==> src/rtl/secded16_decoder_engine_pkg.sv <==
// Shared types and helpers for the SECDED(16,11) decoder engine.
// Codeword layout: e0 overall parity, e1/e2/e4/e8 Hamming parity, data elsewhere.
package secded16_pkg;

  typedef enum logic [2:0] {
    IDLE  = 3'd0,
    RD_LO = 3'd1,
    RD_HI = 3'd2,
    WR_LO = 3'd3,
    WR_HI = 3'd4,
    DONE  = 3'd5
  } state_t;

  localparam logic [4:0] FLAG_NONE   = 5'b00000;
  localparam logic [4:0] FLAG_SINGLE = 5'b01000;
  localparam logic [4:0] FLAG_DOUBLE = 5'b10000;

  // Codeword positions of d1..d11, in message bit order.
  localparam int DATA_POS [11] = '{3, 5, 6, 7, 9, 10, 11, 12, 13, 14, 15};

  function automatic logic [10:0] extract_data(input logic [15:0] cw);
    logic [10:0] d;
    d = '0;
    for (int i = 0; i < 11; i++) begin
      d[i] = cw[DATA_POS[i]];
    end
    return d;
  endfunction

endpackage

==> src/rtl/secded16_decoder_engine_if.sv <==
// Start/Ack request handshake plus the byte-wide data-memory port.
// master = decoder engine, slave = host/memory side.
interface secded16_decoder_engine_if #(
  parameter int ADDR_W = 8
);
  logic              Start;
  logic              Ack;
  logic [ADDR_W-1:0] MemAddr;
  logic              MemWrEn;
  logic [7:0]        MemWrData;
  logic [7:0]        MemRdData;

  modport master (
    input  Start,
    input  MemRdData,
    output Ack,
    output MemAddr,
    output MemWrEn,
    output MemWrData
  );

  modport slave (
    output Start,
    output MemRdData,
    input  Ack,
    input  MemAddr,
    input  MemWrEn,
    input  MemWrData
  );
endinterface

==> src/rtl/secded16_decoder_engine_decode.sv <==
// Combinational SECDED(16,11) decode: syndrome, single-bit correction, flags.
// Output is {flags[4:0], d11..d1}.
module secded16_decode_comb
  import secded16_pkg::*;
(
  input  logic [15:0] codeword,
  output logic [15:0] decoded
);

  logic [3:0]  syn;
  logic        glob;
  logic [15:0] corrected;
  logic [4:0]  flags;

  always_comb begin
    syn[0] = ^(codeword & 16'hAAAA);
    syn[1] = ^(codeword & 16'hCCCC);
    syn[2] = ^(codeword & 16'hF0F0);
    syn[3] = ^(codeword & 16'hFF00);
    glob   = ^codeword;

    corrected = codeword;
    flags     = FLAG_NONE;
    // Odd overall parity means one flipped bit; syndrome 0 points at p0 itself.
    if (glob) begin
      corrected[syn] = ~codeword[syn];
      flags          = FLAG_SINGLE;
    end else if (syn != 4'd0) begin
      flags = FLAG_DOUBLE;
    end

    decoded = {flags, extract_data(corrected)};
  end

endmodule

==> src/rtl/secded16_decoder_engine.sv <==
// Walks NUM_WORDS encoded words at SRC_BASE, writes decoded words to DST_BASE,
// raises Ack when the whole block is done. Four clocks per word.
//
//   state | meaning
//   IDLE  | waiting for Start
//   RD_LO | reading low codeword byte
//   RD_HI | reading high codeword byte
//   WR_LO | writing low decoded byte
//   WR_HI | writing high decoded byte, then next word or DONE
//   DONE  | Ack held high; Start restarts
module secded16_decoder_engine
  import secded16_pkg::*;
#(
  parameter int SRC_BASE  = 30,
  parameter int DST_BASE  = 0,
  parameter int NUM_WORDS = 15,
  parameter int ADDR_W    = 8
) (
  input  logic                        Clk,
  input  logic                        Reset,
  secded16_decoder_engine_if.master   bus
);

  localparam int K_W = (NUM_WORDS > 1) ? $clog2(NUM_WORDS) : 1;
  localparam logic [K_W-1:0]    K_LAST = K_W'(NUM_WORDS - 1);
  localparam logic [ADDR_W-1:0] SRC_A  = ADDR_W'(SRC_BASE);
  localparam logic [ADDR_W-1:0] DST_A  = ADDR_W'(DST_BASE);
  localparam logic [ADDR_W-1:0] ONE_A  = ADDR_W'(1);

  state_t            state, state_nxt;
  logic [K_W-1:0]    k, k_nxt;
  logic [7:0]        lo, hi;
  logic [15:0]       decoded;
  logic [ADDR_W-1:0] two_k;

  assign two_k = ADDR_W'({k, 1'b0});

  secded16_decode_comb u_decode (
    .codeword ({hi, lo}),
    .decoded  (decoded)
  );

  always_ff @(posedge Clk) begin
    if (Reset) begin
      state <= IDLE;
      k     <= '0;
      lo    <= '0;
      hi    <= '0;
    end else begin
      state <= state_nxt;
      k     <= k_nxt;
      if (state == RD_LO) lo <= bus.MemRdData;
      if (state == RD_HI) hi <= bus.MemRdData;
    end
  end

  always_comb begin
    state_nxt     = state;
    k_nxt         = k;
    bus.Ack       = 1'b0;
    bus.MemAddr   = '0;
    bus.MemWrEn   = 1'b0;
    bus.MemWrData = '0;

    case (state)
      IDLE: begin
        if (bus.Start) begin
          state_nxt = RD_LO;
          k_nxt     = '0;
        end
      end
      RD_LO: begin
        bus.MemAddr = SRC_A + two_k;
        state_nxt   = RD_HI;
      end
      RD_HI: begin
        bus.MemAddr = SRC_A + two_k + ONE_A;
        state_nxt   = WR_LO;
      end
      WR_LO: begin
        bus.MemAddr   = DST_A + two_k;
        bus.MemWrEn   = 1'b1;
        bus.MemWrData = decoded[7:0];
        state_nxt     = WR_HI;
      end
      WR_HI: begin
        bus.MemAddr   = DST_A + two_k + ONE_A;
        bus.MemWrEn   = 1'b1;
        bus.MemWrData = decoded[15:8];
        if (k == K_LAST) begin
          state_nxt = DONE;
        end else begin
          k_nxt     = k + 1'b1;
          state_nxt = RD_LO;
        end
      end
      DONE: begin
        bus.Ack = 1'b1;
        if (bus.Start) begin
          state_nxt = RD_LO;
          k_nxt     = '0;
        end
      end
      default: state_nxt = IDLE;
    endcase
  end

endmodule
==> src/flat_wrapper.sv <==
// flat-port wrapper written by rule: the top's interface ports become plain ports
module secded16_decoder_engine_flat import secded16_pkg::*;
#(
  parameter int SRC_BASE  = 30,
  parameter int DST_BASE  = 0,
  parameter int NUM_WORDS = 15,
  parameter int ADDR_W    = 8
)
  (Clk, Reset, bus_Start, bus_MemRdData, bus_Ack, bus_MemAddr, bus_MemWrEn, bus_MemWrData);
  secded16_decoder_engine_if #(.ADDR_W(ADDR_W)) bus_i ();
  input  logic Clk;
  input  logic Reset;
  input wire logic [$bits(bus_i.Start)-1:0] bus_Start;
  input wire logic [$bits(bus_i.MemRdData)-1:0] bus_MemRdData;
  output wire logic [$bits(bus_i.Ack)-1:0] bus_Ack;
  output wire logic [$bits(bus_i.MemAddr)-1:0] bus_MemAddr;
  output wire logic [$bits(bus_i.MemWrEn)-1:0] bus_MemWrEn;
  output wire logic [$bits(bus_i.MemWrData)-1:0] bus_MemWrData;
  assign bus_i.Start = bus_Start;
  assign bus_i.MemRdData = bus_MemRdData;
  assign bus_Ack = bus_i.Ack;
  assign bus_MemAddr = bus_i.MemAddr;
  assign bus_MemWrEn = bus_i.MemWrEn;
  assign bus_MemWrData = bus_i.MemWrData;
  secded16_decoder_engine #(.SRC_BASE(SRC_BASE), .DST_BASE(DST_BASE), .NUM_WORDS(NUM_WORDS), .ADDR_W(ADDR_W)) u_core (.Clk(Clk), .Reset(Reset), .bus(bus_i));
endmodule
==> config.mk <==
export PLATFORM = sky130hd
export DESIGN_NAME = secded16_decoder_engine_flat
export DESIGN_NICKNAME = d
export VERILOG_FILES = /design/src/rtl/secded16_decoder_engine_pkg.sv /design/src/rtl/secded16_decoder_engine_if.sv /design/src/rtl/secded16_decoder_engine_decode.sv /design/src/rtl/secded16_decoder_engine.sv /design/src/flat_wrapper.sv
export SDC_FILE = /design/constraint.sdc
export NUM_CORES = 1
export LEC_CHECK = 0
export BUFFER_PORTS_ARGS = -buffer_cell sky130_fd_sc_hd__buf_2
export CAP_MARGIN = 15
export CORE_UTILIZATION = 41
export CTS_BUF_LIST = sky130_fd_sc_hd__clkbuf_8
export DETAILED_ROUTE_END_ITERATION = 16
export SYNTH_ARGS = -nofsm -noshare
export SYNTH_HDL_FRONTEND = slang
export SYNTH_SLANG_ARGS = --single-unit
==> constraint.sdc <==
create_clock -name Clk -period 2.16 [get_ports Clk]
set_input_delay 0 -clock Clk [delete_from_list [all_inputs] [get_ports Clk]]
set_output_delay 0 -clock Clk [all_outputs]
set_load 0.02 [all_outputs]
==> results_dict.tcl <==
set metrics [dict create \
    p_int_uw 1130 \
    diodes 0 \
    pin_count 29 \
    p_leak_uw 0.00129 \
    overflow 0 \
    route.met2.wl_mm 2.81 \
    synthFlopType "dfxtp_1" \
    slowest_stage "mux4_2" \
    synth_edf_count 0 \
    cap_violations 0 \
    initial_core_util 0.430 \
    period_minus_slack_ns 2.46 \
    violations "setup timing" \
    crit_chain "xnor2_4, xor2_4, xnor2_2, mux4_2, nand2_2, and3b_1, o32ai_4, buf_6" \
    cts_buffers 3 \
    nNetsFinal 355 \
    ys_warn_count 0 \
    fp.coreArea_um2 4790 \
    routedWlPerCell_um 14.8 \
    critPathArrivalTime_ns 2.46 \
    yosys.area.top_type_share 0.224 \
    combPwrFrac 0.607 \
    crit_family "XOR/XNOR gates" \
    ys_ff_latch 23 \
    drc 0 \
    cts_tree "done" \
    setup_tns_ns -1.80 \
    crit_type "reg2out" \
    syn_inst 263 \
    wl_met1_mm 2.87 \
    grt_pass1_vias 1955 \
    drt_iter0_drc 178 \
    grt_max_degree 24 \
    fmax_mhz 407 \
    cts_max_path_buffers 2 \
    yosys-top-cells-count "nor2_1 (38), dfxtp_1 (23), nand2_1 (21), mux2i_1 (20), a21oi_1 (18)" \
    post-route-period-util 1.14 \
    port_buffers 26 \
    place_congestion 0.873 \
    setup_slack_ns -0.298 \
    netlist_area_um2 2060 \
    min_path_type "in2reg" \
    critPathMaxStageDelay_ns 0.56 \
    clkLatencyLatePin_ns 0.26 \
    syn2layout_area_growth_pct 53.2 \
    p_per_area_nw_per_um2 595 \
    synth_top_cell_by_area "dfxtp_1" \
    placementRows 25 \
    detail-route-antenna-nets 0 \
    fin_skew_ns 0.00149 \
    num_vias 2181 \
    finalMaxSlewViolations 0 \
    grt_setup_unrepaired "yes" \
    fin_hold_ws_ns 0.106 \
    critPathBufInv 1 \
    hold_viol 0 \
    drt_first_pass_iters 4 \
    dieArea_um2 5300 \
    die_w_um 72.8 \
    synth_cell_types 54 \
    switchingPower_uw 743 \
    fp.dieH_um 72.8 \
    synthTopCellsByArea "dfxtp_1 (22%), mux2i_1 (9.7%), xnor2_1 (7.2%)" \
    end_kind "primary output" \
    grt_pass1_wl_mm 9.68 \
    design_area_um2 3150 \
    clkTransAtPathRegs_ns 0.07 \
    root_buffer "clkbuf_8" \
    required_ns 2.16 \
    switching_share 0.397 \
    antenna_found_initial 0 \
    peakVddDrop_v 0.000450 \
    final_core_util 0.658 \
    synthArstFlopShare 0 \
    setup_viol 8 \
    critPathLaunchType "register" \
    seq_area_frac_synth 0.224 \
    seqPwrFrac 0.259 \
    numClockSinks 23 \
    place_hpwl_mm 4.54 \
    crit_path_max_fanout 3 \
    drive_gt1_frac 0.459 \
    wl_mm 6.03 \
    route.met3.wl_um 277 \
    cts_max_level 1 \
    viasPerCell 5.36 \
    avgSynthCellArea_um2 7.82 \
    outcome "finished, violations left" \
    yosysMostFrequentCell "nor2_1" \
    placed_area_um2 2680 \
    pre_cts_ws_ns -0.121 \
    top_layer_used "met4" \
    power_frac_clock 0.134 \
    gr-usage-all-layers 0.240 \
]
-- tightest hold or removal path: stages --
cell	delay, ns
buf_2	0.12
o21ai_0	0.08
a21oi_1	0.13
-- layout by cell type, fill, tap and decap left out, types with 8 or more instances in the layout --
master	n
dfxtp_2	9
nand3_1	9
xnor2_2	12
a21oi_1	12
nor2_1	37
nand2_1	16
buf_2	19
dfxtp_1	13
buf_4	57
dlygate4sd3_1	8
mux2i_1	19
-- cell type report --
| type | count | area [um^2] |
|---|---|---|
| Tap cell | 67 | 83.8 |
| Clock buffer | 3 | 41.3 |
| Fill cell | 431 | 1640 |
| Clock inverter | 1 | 3.75 |
| Sequential cell | 23 | 475 |
| Multi-Input combinational cell | 219 | 1870 |
| Timing Repair Buffer | 88 | 648 |
| Inverter | 6 | 22.5 |
-- power groups by stage --
| stage | Combinational (uW) | Sequential (uW) | Clock, uW |
|---|---|---|---|
| floorplan | 604 | 480 | 0 |
| global placement | 941 | 487 | 0 |
| detailed placement | 945 | 489 | 0 |
| CTS | 1070 | 483 | 262 |
| global route | 1230 | 489 | 275 |
| finish | 1140 | 485 | 251 |
-- logic make-up after synthesis --
logic type	count (synthesis)	synth area share
AND/OR/NAND/NOR	101	0.234
AO/OA/AOI/OAI	58	0.187
XOR/XNOR	31	0.154
multiplexers	23	0.127
flip-flops	23	0.224
buffers and inverters	22	0.0499
adder cells (fa/ha/maj)	4	0.0231
other	1	0.00182
-- per-stage QoR --
stage	cells	power, uW
finish	407	1870
global route	407	1990
CTS	406	1820
detailed placement	391	1430
global placement	391	1430
floorplan	264	1080
-- worst paths after layout --
kind	from	to	slack, ns	cells after the start
max	u_core.lo[3]	bus_MemWrData[0]	-0.30	8
min	bus_Start	u_core.state[0]	0.11	3
max reg2reg	u_core.k[0]	u_core.k[1]	0.14	8
min reg2reg	u_core.lo[0]	u_core.lo[0]	0.56	2
-- timing repair --
action	CTS	global route
pin swaps	13	3
buffers inserted	3	1
hold buffers	8	0
endpoints found under the hold margin	13	0
resized for setup	53	18
setup endpoints to repair	8	11
-- registers in the layout, indices dropped and copies added, names as in the netlist --
signal / flops
u_core.hi: 8
u_core.k: 4
u_core.state: 3
u_core.lo: 8
-- routing by layer --
layer	track usage	vias to the layer above
li1	-	1082
met5	0	-
met2	0.382	57
met4	0.0566	0
met3	0.0290	6
met1	0.346	1036
Note: power is estimated with default switching activity, not from simulation.
